==> config.mk <==
export PLATFORM = sky130hd
export DESIGN_NAME = debounce_multi
export DESIGN_NICKNAME = d
export VERILOG_FILES = /design/src/rtl/debounce_pkg.sv /design/src/rtl/debounce_ch.sv /design/src/rtl/debounce_multi.sv
export SDC_FILE = /design/constraint.sdc
export NUM_CORES = 1
export LEC_CHECK = 0
export CORE_MARGIN = 1.5
export CORE_UTILIZATION = 31
export DETAILED_ROUTE_END_ITERATION = 7
export HOLD_SLACK_MARGIN = 0.08
export PLACE_DENSITY = 0.59
export SLEW_MARGIN = 10
export SYNTH_ARGS = -nofsm -noshare
export SYNTH_HDL_FRONTEND = slang
export SYNTH_HIERARCHICAL = 1
export SYNTH_SLANG_ARGS = --single-unit
export TNS_END_PERCENT = 1
==> constraint.sdc <==
create_clock -name clk -period 2.1 [get_ports clk]
set_clock_uncertainty 0.15 [all_clocks]
set_input_delay 0.21 -clock clk [delete_from_list [all_inputs] [get_ports clk]]
set_output_delay 0.21 -clock clk [all_outputs]
set_load 0.02 [all_outputs]
==> src/rtl/debounce_pkg.sv <==
// Shared types and default constants for the multi-channel button debouncer.
// The repeat FSM enum is only referenced when DEBOUNCE_REPEAT_EN is defined.
package debounce_pkg;

  typedef enum logic [1:0] {
    IDLE   = 2'd0,
    HOLD   = 2'd1,
    REPEAT = 2'd2
  } rpt_state_e;

  localparam int DEBOUNCE_10MS_100MHZ = 1_000_000;
  localparam int SYNC_STAGES_DEFAULT  = 2;

endpackage

==> src/rtl/debounce_ch.sv <==
// One button channel: synchroniser, stability filter, press/release pulses.
// Define DEBOUNCE_REPEAT_EN to add the hold/auto-repeat state machine.
module debounce_ch
  import debounce_pkg::*;
#(
  parameter int DEBOUNCE_CYCLES = DEBOUNCE_10MS_100MHZ,
  parameter int SYNC_STAGES     = SYNC_STAGES_DEFAULT,
  parameter bit ACTIVE_LOW      = 1'b0,
  parameter int HOLD_CYCLES     = 50_000_000,
  parameter int REPEAT_CYCLES   = 10_000_000
) (
  input  logic clk,
  input  logic rst,
  input  logic btn_in,
  output logic btn_level,
  output logic btn_press,
  output logic btn_release,
  output logic btn_repeat,
  output logic press_nxt
);

  localparam int CNT_W = $clog2(DEBOUNCE_CYCLES + 1);

  logic [SYNC_STAGES-1:0] sync_q;
  logic                   pressed;
  logic [CNT_W-1:0]       cnt_q;
  logic                   stable_q;
  logic                   stable_d;

  // Reset loads the released pin level so no false edge appears after reset.
  always_ff @(posedge clk) begin
    if (rst) sync_q <= {SYNC_STAGES{ACTIVE_LOW}};
    else     sync_q <= {sync_q[SYNC_STAGES-2:0], btn_in};
  end

  assign pressed = sync_q[SYNC_STAGES-1] ^ ACTIVE_LOW;

  always_ff @(posedge clk) begin
    if (rst) begin
      cnt_q    <= '0;
      stable_q <= 1'b0;
    end else if (pressed == stable_q) begin
      cnt_q    <= '0;
    end else if (cnt_q == CNT_W'(DEBOUNCE_CYCLES - 1)) begin
      stable_q <= pressed;
      cnt_q    <= '0;
    end else begin
      cnt_q    <= cnt_q + 1'b1;
    end
  end

  // Pulses land one cycle after the level change.
  assign press_nxt = stable_q & ~stable_d;
  assign btn_level = stable_q;

  always_ff @(posedge clk) begin
    if (rst) begin
      stable_d    <= 1'b0;
      btn_press   <= 1'b0;
      btn_release <= 1'b0;
    end else begin
      stable_d    <= stable_q;
      btn_press   <= press_nxt;
      btn_release <= ~stable_q & stable_d;
    end
  end

`ifdef DEBOUNCE_REPEAT_EN
  localparam int RPT_MAX = (HOLD_CYCLES > REPEAT_CYCLES) ? HOLD_CYCLES : REPEAT_CYCLES;
  localparam int HCNT_W  = $clog2(RPT_MAX + 1);

  rpt_state_e        state_q, state_nxt;
  logic [HCNT_W-1:0] hcnt_q, hcnt_nxt;
  logic              rpt_nxt;

  always_ff @(posedge clk) begin
    if (rst) begin
      state_q    <= IDLE;
      hcnt_q     <= '0;
      btn_repeat <= 1'b0;
    end else begin
      state_q    <= state_nxt;
      hcnt_q     <= hcnt_nxt;
      btn_repeat <= rpt_nxt;
    end
  end

  // One counter times the initial hold and then each repeat period.
  always_comb begin
    state_nxt = state_q;
    hcnt_nxt  = '0;
    rpt_nxt   = 1'b0;
    if (!stable_q) begin
      state_nxt = IDLE;
    end else begin
      case (state_q)
        IDLE: if (press_nxt) state_nxt = HOLD;
        HOLD: begin
          if (hcnt_q == HCNT_W'(HOLD_CYCLES - 1)) begin
            state_nxt = REPEAT;
            rpt_nxt   = 1'b1;
          end else begin
            hcnt_nxt  = hcnt_q + 1'b1;
          end
        end
        REPEAT: begin
          if (hcnt_q == HCNT_W'(REPEAT_CYCLES - 1)) rpt_nxt  = 1'b1;
          else                                      hcnt_nxt = hcnt_q + 1'b1;
        end
        default: state_nxt = IDLE;
      endcase
    end
  end
`else
  logic unused_rpt;
  assign unused_rpt = ^{HOLD_CYCLES, REPEAT_CYCLES};
  assign btn_repeat = 1'b0;
`endif

endmodule

==> src/rtl/debounce_multi.sv <==
// NUM_CH independent debounced buttons plus a registered any-press flag.
// Auto-repeat is present only when DEBOUNCE_REPEAT_EN is defined.
module debounce_multi
  import debounce_pkg::*;
#(
  parameter int NUM_CH          = 4,
  parameter int DEBOUNCE_CYCLES = DEBOUNCE_10MS_100MHZ,
  parameter int SYNC_STAGES     = SYNC_STAGES_DEFAULT,
  parameter bit ACTIVE_LOW      = 1'b0,
  parameter int HOLD_CYCLES     = 50_000_000,
  parameter int REPEAT_CYCLES   = 10_000_000
) (
  input  logic              clk,
  input  logic              rst,
  input  logic [NUM_CH-1:0] btn_in,
  output logic [NUM_CH-1:0] btn_level,
  output logic [NUM_CH-1:0] btn_press,
  output logic [NUM_CH-1:0] btn_release,
  output logic [NUM_CH-1:0] btn_repeat,
  output logic              any_press
);

  logic [NUM_CH-1:0] press_nxt;

  for (genvar i = 0; i < NUM_CH; i++) begin : g_ch
    debounce_ch #(
      .DEBOUNCE_CYCLES (DEBOUNCE_CYCLES),
      .SYNC_STAGES     (SYNC_STAGES),
      .ACTIVE_LOW      (ACTIVE_LOW),
      .HOLD_CYCLES     (HOLD_CYCLES),
      .REPEAT_CYCLES   (REPEAT_CYCLES)
    ) u_ch (
      .clk         (clk),
      .rst         (rst),
      .btn_in      (btn_in[i]),
      .btn_level   (btn_level[i]),
      .btn_press   (btn_press[i]),
      .btn_release (btn_release[i]),
      .btn_repeat  (btn_repeat[i]),
      .press_nxt   (press_nxt[i])
    );
  end

  // Built from the same next-state terms so it rises with btn_press.
  always_ff @(posedge clk) begin
    if (rst) any_press <= 1'b0;
    else     any_press <= |press_nxt;
  end

endmodule

* Yosys cells after proc, flatten, opt, wreduce, memory -nomap -nowiden
Cells that the tools add are included. W data, S select, Z words.
Word-level totals: flip-flop bits (word level) 105, word-level logic and storage cells 66
Cells by class: $add $sub $neg 4, equality and inequality tests 8, bitwise logic cells 20, reduce and logical (&&, ||, !) cells 9
Operators with widths (number):
- $add A20 B1 Y20 const B | 4
- $eq A20 B20 Y1 const B | 4
- $not A1 Y1 | 12
- $reduce_or A3 Y1 | 4
- $and A1 B1 Y1 | 8
- $reduce_and A2 Y1 | 4
- $eq A1 B1 Y1 | 4
- $reduce_or A4 Y1 | 1

* Longest topological paths before layout
depth in word-level cells 3, gate-level depth with buffers 6

* Cells and area by module
The synthesis kept the hierarchy.
Modules (own cells, without submodules):
- debounce_ch | instances 4, cells an instance 124, area an instance 1099.8 µm², seq. area each 520.5 µm²
- debounce_multi | instances 1, cells an instance 3, area an instance 30.0 µm², seq. area each 20.0 µm²

* Least setup slack after synthesis
Ideal clock, no wire load.
kind register -> register, from reg g_ch[0].u_ch.cnt_q[2], to reg g_ch[0].u_ch.cnt_q[18], arrival time 1.826 ns, required time 1.883 ns, slack 0.057 ns, cell stages (with the launch flop) 6, buffers on the path 1, cell sequence dfxtp_1 nand4_2 or4_1 buf_2 or4_4 a21oi_2
On the way: word-level cells in the longest chain between the ends 2
RTL lines:
- start, declared | RTL line debounce_ch.sv:26 | logic [CNT_W-1:0] cnt_q;
- start signal, assigned | RTL line debounce_ch.sv:48 | cnt_q <= cnt_q + 1'b1;
- parallel branches: the longest is 2 deep, another holds $add A20 B1 Y20
Several ways; the timed one is not identified. A chain may end at the register's enable or synchronous reset.

* Worst setup path after layout
from reg g_ch[3].u_ch.cnt_q[4], to reg g_ch[3].u_ch.cnt_q[18]
On the way: word-level cells in the longest chain between the ends 2
RTL lines (RTL line):
- start, declared | debounce_ch.sv:26
- start signal, assigned | debounce_ch.sv:48
- parallel branches: the longest is 2 deep, another holds $add A20 B1 Y20
Several ways; the timed one is not identified.

==> results.cfg <==
[placement]
dpl.cell_count = 708
io_buffers = 18
place_hpwl_mm = 6.01
post_dp_cell_area_um2 = 4980
dp_slack_ns = 0.0695
place.gp.congestion = 0.795

[clock_tree]
ctsHtreeMaxLevel = 3
clockBufferDepth = 2
clkSlewWorstSetupHoldPaths_ns = 0.07
clock-sinks = 105
cts_hold_buffers = 0
clock_latency_ns = 0.35
clockRootBuffer = clkbuf_16
postCtsSetupBuffers = 0
cts_tree = yes
ctsResizeCount = 0
cts_made_buffers = 9

[logic_synthesis]
synth_nets = 509
seq_area_frac_synth = 0.475
synth_mux_area_frac = 0
synthXorXnorAreaFrac = 0.0949
synth_warnings = 6
ys_seq_elements = 105
synth_compound_area_frac = 0.0847
synth_adder_area_share = 0.0113
synth.avg_cell_area_um2 = 8.88
synth-simple-area-share = 0.296
synth_top_family_by_area = simple AND/OR/NAND/NOR gates
synthDistinctLibCells = 30
synth_area_um2 = 4430
synth_cells = 499

[floorplanning]
io_pins = 23
dieArea_um2 = 15000
die_height_um = 123
coreArea_um2 = 13900
die_w_um = 123
rows = 43
start_util = 0.318

[min_path]
min_path_type = input pin to register
hold_depth = 2
hold-path-endpoint = g_ch[0].u_ch/sync_q[0]
hp-start = btn_in[0]

[power]
p_per_area_nw_per_um2 = 712
ir_drop_v = 0.000446
leakage_nw = 1.65
totalPowerFinal_mw = 3.78

[drt]
drt_iter0_drc = 232
avgViaCountPerCell = 4.85
drc = 0
ant_nets = 0
dr.pass1.iters = 4
via_count = 3515
wire_per_inst_um = 11.6
routed_wl_mm = 8.38

[global_routing]
grt_max_degree = 26
globalRouteOverflowTotal = 0
antenna_found_initial = 0
grt_pass1_vias = 3320
track_usage = 0.121
grt_pass1_wl_mm = 14.5

[timing]
grt_setup_unrepaired = true
clock.fmax_ghz = 0.493
finalHoldViolCount = 0
setup_tns_ns = 0
final.min_clock_period_ns = 2.03
hold_ws_ns = 0.263
finalSetupViolCount = 0
finalCritPeriodShare = 0.965
fin_ws_ns = 0.0725
drv_slew = 0

[setup_path]
crit_start = g_ch[3].u_ch/cnt_q[4]
required_ns = 2.23
path_max_fanout = 6
r2r_slack_ns = 0.07
critical_path_class = register to register
start_kind = register
rr_worst_depth = 4
rr_endpoint = g_ch[3].u_ch/cnt_q[18]
crit_arrival_ns = 2.16
r2r-start = g_ch[3].u_ch/cnt_q[4]
cp-end-kind = register

[layout]
diodes = 0
final_cell_mix = dfxtp_1 (100), nor2_1 (61), buf_4 (29)
nFillCells = 1423
area_delta_synth_final_pct = 20.0
final_cells = 724
fin_area_um2 = 5310
drive_above_1_share = 0.149
seq_area_um2 = 2110
layout_commonest_cell = dfxtp_1
nets = 549
multiInputGateArea_um2 = 2180
fin_util = 0.381

[outcome]
status = finished, final reports clean

[flow_run]
maxCapViolations = 0
-- cells in the mapped netlist (all sizes together) --
master,count,area [um2]
a21oi,32,175
and4,4,40.0
buf,8,50.1
o31ai,8,60.1
and3,4,30.0
nor4,9,56.3
nor3b,4,30.0
o21ai,28,140
or4,16,135
nor3,8,40.0
xor2,20,175
clkbuf,12,45.0
conb,4,15.0
or3,24,150
nor2b,20,125
nand3,28,140
xnor2,28,245
ha,4,50.1
dfxtp,105,2100
nor2,61,229
or4b,4,40.0
nor4bb,4,40.0
nand4,16,125
or2,4,25.0
inv,16,60.1
nand2,28,105
-- metal layers --
metal / vias to the layer above / part of all wire / GRT usage
met5: - / 0 / 0
met4: 0 / 0.015 / 0.0480
met3: 8 / 0.036 / 0.0344
met2: 46 / 0.47 / 0.205
met1: 1653 / 0.48 / 0.144
li1: 1808 / - / -
-- sequential cells by signal (all words and copies together) (netlist names) --
name	cells
g_ch.u_ch/btn_press	4
g_ch.u_ch/btn_level	4
g_ch.u_ch/btn_release	4
g_ch.u_ch/stable_d	4
any_press	1
g_ch.u_ch/sync_q	8
g_ch.u_ch/cnt_q	80
-- report_power, final --
part           internal (mW)  switching (mW)
registers               2.00         0.00489
clock network          0.997           0.721
logic                 0.0250          0.0351
total                   3.02           0.761
-- cell type report --
type / instances / share of cell area
clock inverter: 3 / 0.00895
tap: 180 / 0.0424
sequential: 105 / 0.397
timing repair buffer: 49 / 0.0808
multi-input combinational: 358 / 0.411
inverter: 16 / 0.0113
clock buffer: 13 / 0.0490
-- cells by family after synthesis --
family / Yosys count
AOI/OAI and AO/OA: 68
xor gates and xnor gates: 48
adders and majority gates: 4
buffers and inverters: 36
DFF: 105
other: 4
and+or+nand+nor: 234
-- worst max-delay path, stage by stage (launching register included) --
cell and delay (ns):
dfxtp_1 0.39, nand4_2 0.14, or4_1 0.64, or4_4 0.52, a21oi_2 0.14
-- how the worst max path moves through the flow --
stage | endpoint | slack (ns) | depth (start not counted)
6_report | g_ch[3].u_ch/cnt_q[18] | 0.07 | 4
5_1_grt | g_ch[3].u_ch/cnt_q[18] | -0.02 | 4
4_1_cts | g_ch[1].u_ch/cnt_q[14] | 0.05 | 5
3_5_place_dp | g_ch[1].u_ch/cnt_q[14] | 0.07 | 5
3_3_place_gp | g_ch[2].u_ch/cnt_q[14] | 0.13 | 5
2_1_floorplan | g_ch[0].u_ch/cnt_q[18] | 0.06 | 5
(Power assumes the default switching activity.)
